===== src/rtl/sram_arb_pkg.sv =====
// Shared constants and response-tracker encoding for the SRAM port arbiter.
package sram_arb_pkg;

  localparam int unsigned STARVE_MAX_DEF = 4;
  localparam int unsigned STARVE_CNT_W   = 4;

  typedef enum logic [1:0] {
    RESP_NONE = 2'd0,
    RESP_INST = 2'd1,
    RESP_DATA = 2'd2
  } resp_t;

endpackage


===== src/rtl/sram_arb_starve_cnt.sv =====
// Saturating count of consecutive cycles a pending fetch has lost arbitration.
module sram_arb_starve_cnt
  import sram_arb_pkg::*;
#(
  parameter int unsigned STARVE_MAX = STARVE_MAX_DEF
) (
  input  logic clk,
  input  logic resetn,
  input  logic req,
  input  logic gnt,
  output logic starve
);

  localparam logic [STARVE_CNT_W-1:0] CNT_MAX = STARVE_CNT_W'(STARVE_MAX);

  logic [STARVE_CNT_W-1:0] cnt;
  logic [STARVE_CNT_W-1:0] cnt_next;

  always_comb begin
    cnt_next = '0;
    if (req && !gnt) begin
      cnt_next = (cnt == CNT_MAX) ? cnt : cnt + STARVE_CNT_W'(1);
    end
  end

  // starve mirrors cnt==CNT_MAX but is kept as its own flop for a clean grant path
  always_ff @(posedge clk) begin
    if (!resetn) begin
      cnt    <= '0;
      starve <= 1'b0;
    end else begin
      cnt    <= cnt_next;
      starve <= (cnt_next == CNT_MAX);
    end
  end

endmodule


===== src/rtl/sram_port_arbiter.sv =====
// Arbitrates fetch and load/store requesters onto one synchronous SRAM port.
// Define SRAM_ARB_STARVE_EN to add the fetch anti-starvation counter.
module sram_port_arbiter
  import sram_arb_pkg::*;
#(
  parameter int unsigned ADDR_W     = 32,
  parameter int unsigned DATA_W     = 32,
  parameter int unsigned STARVE_MAX = STARVE_MAX_DEF
) (
  input  logic                clk,
  input  logic                resetn,
  input  logic                i_req,
  input  logic [ADDR_W-1:0]   i_addr,
  output logic                i_gnt,
  output logic                i_rvalid,
  output logic [DATA_W-1:0]   i_rdata,
  input  logic                d_req,
  input  logic [DATA_W/8-1:0] d_wen,
  input  logic [ADDR_W-1:0]   d_addr,
  input  logic [DATA_W-1:0]   d_wdata,
  output logic                d_gnt,
  output logic                d_rvalid,
  output logic [DATA_W-1:0]   d_rdata,
  output logic                sram_en,
  output logic [DATA_W/8-1:0] sram_wen,
  output logic [ADDR_W-1:0]   sram_addr,
  output logic [DATA_W-1:0]   sram_wdata,
  input  logic [DATA_W-1:0]   sram_rdata
);

  resp_t resp;
  resp_t resp_next;
  logic  starve;

`ifdef SRAM_ARB_STARVE_EN
  sram_arb_starve_cnt #(
    .STARVE_MAX (STARVE_MAX)
  ) u_starve_cnt (
    .clk    (clk),
    .resetn (resetn),
    .req    (i_req),
    .gnt    (i_gnt),
    .starve (starve)
  );
`else
  logic [STARVE_CNT_W-1:0] starve_max_unused;
  assign starve_max_unused = STARVE_CNT_W'(STARVE_MAX);
  assign starve            = 1'b0;
`endif

  // Grant selection and response-tracker next state
  always_comb begin
    i_gnt     = 1'b0;
    d_gnt     = 1'b0;
    resp_next = RESP_NONE;
    if (resetn) begin
      if (i_req && (!d_req || starve)) begin
        i_gnt = 1'b1;
      end else if (d_req) begin
        d_gnt = 1'b1;
      end
    end
    if (i_gnt) begin
      resp_next = RESP_INST;
    end else if (d_gnt && (d_wen == '0)) begin
      resp_next = RESP_DATA;
    end
  end

  // SRAM command follows the winner in the grant cycle
  always_comb begin
    sram_en    = i_gnt | d_gnt;
    sram_wen   = d_gnt ? d_wen : '0;
    sram_addr  = d_gnt ? d_addr : i_addr;
    sram_wdata = d_gnt ? d_wdata : '0;
  end

  always_ff @(posedge clk) begin
    if (!resetn) begin
      resp <= RESP_NONE;
    end else begin
      resp <= resp_next;
    end
  end

  // rvalid is masked while reset is held so an in-flight read is dropped
  assign i_rvalid = resetn && (resp == RESP_INST);
  assign d_rvalid = resetn && (resp == RESP_DATA);
  assign i_rdata  = sram_rdata;
  assign d_rdata  = sram_rdata;

endmodule

===== config.mk =====
export PLATFORM = sky130hd
export DESIGN_NAME = sram_port_arbiter
export DESIGN_NICKNAME = d
export VERILOG_FILES = /design/src/rtl/sram_arb_pkg.sv /design/src/rtl/sram_arb_starve_cnt.sv /design/src/rtl/sram_port_arbiter.sv
export SDC_FILE = /design/constraint.sdc
export NUM_CORES = 1
export LEC_CHECK = 0
export BUFFER_PORTS_ARGS = -buffer_cell sky130_fd_sc_hd__buf_2
export CORE_AREA = 2 2 105 107
export CTS_CLUSTER_SIZE = 40
export DETAILED_ROUTE_END_ITERATION = 10
export DIE_AREA = 0 0 107 109
export PLACE_DENSITY = 0.52
export SLEW_MARGIN = 20
export SYNTH_ARGS = -nofsm -noshare
export SYNTH_HDL_FRONTEND = slang
export SYNTH_SLANG_ARGS = --single-unit

===== constraint.sdc =====
create_clock -name clk -period 0.85 [get_ports clk]
set_input_delay 0.085 -clock clk [delete_from_list [all_inputs] [get_ports clk]]
set_output_delay 0.085 -clock clk [all_outputs]
set_load 0.1 [all_outputs]

# Word-level counts from Yosys, hierarchy flattened
# Cells that the tools add are included.
# W data, S select, Z words.
dict set report op_classes {
  eq_ne 2
  mux 10
  bitwise 2
  reduce_logical 7
}
# operator count
set op_table {}
lappend op_table {{$mux W32} 2}
lappend op_table {{$mux W1} 6}
lappend op_table {{$logic_and A1 B1 Y1} 4}
lappend op_table {{$logic_not A4 Y1} 1}
lappend op_table {{$mux W4} 1}
lappend op_table {{$eq A2 B1 Y1 const B} 1}
lappend op_table {{$eq A2 B2 Y1 const B} 1}
lappend op_table {{$mux W2} 1}
lappend op_table {{$reduce_or A2 Y1} 1}
lappend op_table {{$logic_not A1 Y1} 1}
lappend op_table {{$not A1 Y1} 1}
lappend op_table {{$or A1 B1 Y1} 1}
dict set report word_totals {
  ff_bits 2
  inputBits 136
  out_inout_bits 137
}

# Depth between registers and ports, before layout
dict set report depth {
  depth_word 7
  ltp_mapped 3
  mapped_depth_nobuf 2
}

# Least setup slack after synthesis
# OpenSTA, ideal clock, no wires.
dict set report synth_path {
  path_kind {input-to-output}
  startpoint {in resetn}
  endpoint {out i_gnt}
  t_arrival_ps 1636
  required_time_ps 765
  setup_slack_ps -871
  path_stages 3
  path_cell_list {clkbuf_1 -> nand2_1 -> nor2_1}
}
dict set report synth_via {
  elab_chain_len 1
}
# item line_no
set synth_lines {}
lappend synth_lines {{from (decl)} sram_port_arbiter.sv:11} ;# input logic resetn,
lappend synth_lines {{$mux W1} sram_port_arbiter.sv:56} ;# if (resetn) begin
lappend synth_lines {{to (decl)} sram_port_arbiter.sv:14} ;# output logic i_gnt,
# No other way between the ends.

# Final worst setup path
dict set report layout_path {
  startpoint {reg resp[1]}
  endpoint {out i_rvalid}
}
dict set report layout_via {
  elab_chain_len 2
}
# item line_no
set layout_lines {}
lappend layout_lines {{from (decl)} sram_port_arbiter.sv:31} ;# resp_t resp;
lappend layout_lines {{from (signal assigned)} sram_port_arbiter.sv:82} ;# resp <= resp_next;
lappend layout_lines {{$eq A2 B1 Y1} sram_port_arbiter.sv:87} ;# assign i_rvalid = resetn && (resp == RESP_INST);
lappend layout_lines {{$logic_and A1 B1 Y1} sram_port_arbiter.sv:87}
lappend layout_lines {{to (decl)} sram_port_arbiter.sv:15} ;# output logic i_rvalid,
# No other way between the ends.

==> run metrics <==
status finished with violations; violated checks setup timing; Yosys top cell area share 35.92%; layout cells sized above 1 97.94%; Non-Filler Instances 431; WL/cell 16.09 um; initial antenna violation count 0; CP Class register to primary output; Peak supply drop 0.0004655 V; Overall Power 3.887 mW; DRT antenna net count 0; worst hold path type input pin to primary output; via/cell ratio 3.675; post-synthesis cell type count 15; CTS tree built; fin nets 429; largest reg by FF count resp; 1st-iter DRT viols 33; final setup vio count 73; Starting Density 12.62%; DR pass1 iterations 4; clock slew at reported path FFs 0.03 ns; final RePlAce weighted congestion 0.6660; largest net degree at the start of global routing 21; Final Hold Vio Count 0; Crit path required time 0.76 ns; largest registers resp x2; Max H-tree Level 1; CP Launch Type register; crit path max fanout 2; Clock Sinks 2; Buffers on Ports 176; clock buffer depth 2; top cells by area, synth buf_4 36%, mux2_4 31%, and3_1 17%; pwr/cell area 1020 mW/mm^2; die area 0.01166 mm^2; fmax 0.9446 GHz; Num CTS Buffers 3; Slew headroom 88.32%; Leak Pwr 1.843 nW; post-DP HPWL 5243 um; routed vias 1584; WL final 6934 um; DIE WIDTH 107 um; total track usage 9.961%; Final WS setup -0.2087 ns; post-cts hold buffer count 0; pre-CTS WS -0.2657 ns; Final min period 1.059 ns; vias in the first global route 1733; CP arrival 0.97 ns; count of pins over their slew limit 0; Synth Net Count 292; Max stage delay on crit path 0.30 ns; Ys Warns 0; n_diodes 0; Remaining Overflow, GRT 0; TNS Setup -10.46 ns; synthesized instance count 156; global-route wire length before repair 9156 um; biggest area consumer among synthesized cells buf_4; row count 38; synthesized flop and latch total 2; # IOs 273; Critical Path, Cell by Cell and3b_4, buf_12; sequential fraction of the synthesis area 2.993%; fin crit share 124.6%; CP Capture Type primary output; core area 0.01060 mm^2; Critical-path top delay cell and3b_4; Cells after DPL 408; die height 109 um; max-cap violations 0; RSZ-0062 raised after global routing true; max reg flops 2; area grow syn2layout 184.8%; DRC errors left 0; Least-Margin Pin Slew 0.1746 ns; synthesized area 0.001338 mm^2; Mapped Avg Cell Area 8.574 um^2; CTS Root Cell clkbuf_8
cell type report:
class	instances	area, um^2
Clock buffer	3	41.29
Fill cell	1015	6793
Sequential cell	2	40.04
Multi-Input combinational cell	78	985.9
Timing Repair Buffer	207	2560
Inverter	1	7.507
Tap cell	140	175.2
synth_stat cells:
| library cell | instances |
|---|---|
| buf_4 | 64 |
| mux2_4 | 28 |
| nand2_1 | 2 |
| or4_1 | 1 |
| clkbuf_1 | 7 |
| and3b_1 | 1 |
| buf_6 | 3 |
| nand2_4 | 1 |
| nor2_1 | 4 |
| o21a_1 | 1 |
| clkbuf_2 | 1 |
| mux2_2 | 4 |
| and3_1 | 36 |
| inv_1 | 1 |
| dfxtp_1 | 2 |
metal layers:
metal	vias to the layer above	global-route usage, %	wire, um
met2	134	19.43	3627
met5	-	0	0
met4	0	2.041	44
met1	697	10.86	2562
li1	744	-	-
met3	9	2.451	698
final timing paths:
| check | from | end | slack, ns | cells after the start |
|---|---|---|---|---|
| hold / removal | sram_rdata[22] | d_rdata[22] | 0.17 | 0 |
| setup / recovery | resp[1]$_SDFF_PP0_ | i_rvalid | -0.21 | 2 |
logic make-up after synthesis:
group	synth area share [%]
AO/OA/AOI/OAI	0.5615
AND/OR/NAND/NOR	20.58
multiplexers	34.80
buffers and inverters	41.07
flip-flops	2.994
worst max-delay path, delay by kind of cell (launching register included):
| family | cells | cell delay [ns] |
|---|---|---|
| buffers and inverters | 1 | 0.17 |
| flip-flops | 1 | 0.29 |
| AND/OR/NAND/NOR | 1 | 0.30 |
report_power, final:
group          internal, mW  switching [mW]
clock network         0.299          0.0675
registers            0.0972         0.00201
logic                  1.45            1.97
metrics by stage:
stage                     utilization (%)  area (um^2)  hold WS [ns]
after floorplan                         -         1546        0.2376
after global placement              30.61         3246        0.1710
after detailed placement            30.61         3246        0.1710
after CTS                           34.22         3628        0.1710
after global routing                35.93         3810        0.1702
final                               35.93         3810        0.1700
cells in the final DEF, fill, tap and decap left out, types with 2 or more instances in the layout:
cell and instances:
clkbuf_8 3, buf_8 6, dfxtp_1 2, clkbuf_16 5, nor2_4 2, buf_4 4, mux2_4 32, buf_6 4
and3_4 36, buf_16 3, nor2_1 2, buf_12 84, buf_2 101
what timing repair did:
item,CTS,global route
setup endpoints to repair,72,73
setup buffers,6,6
gates resized for setup,44,18
pin swaps,9,10
cloned,5,7
No activity file was read; power rests on OpenSTA's default activity.
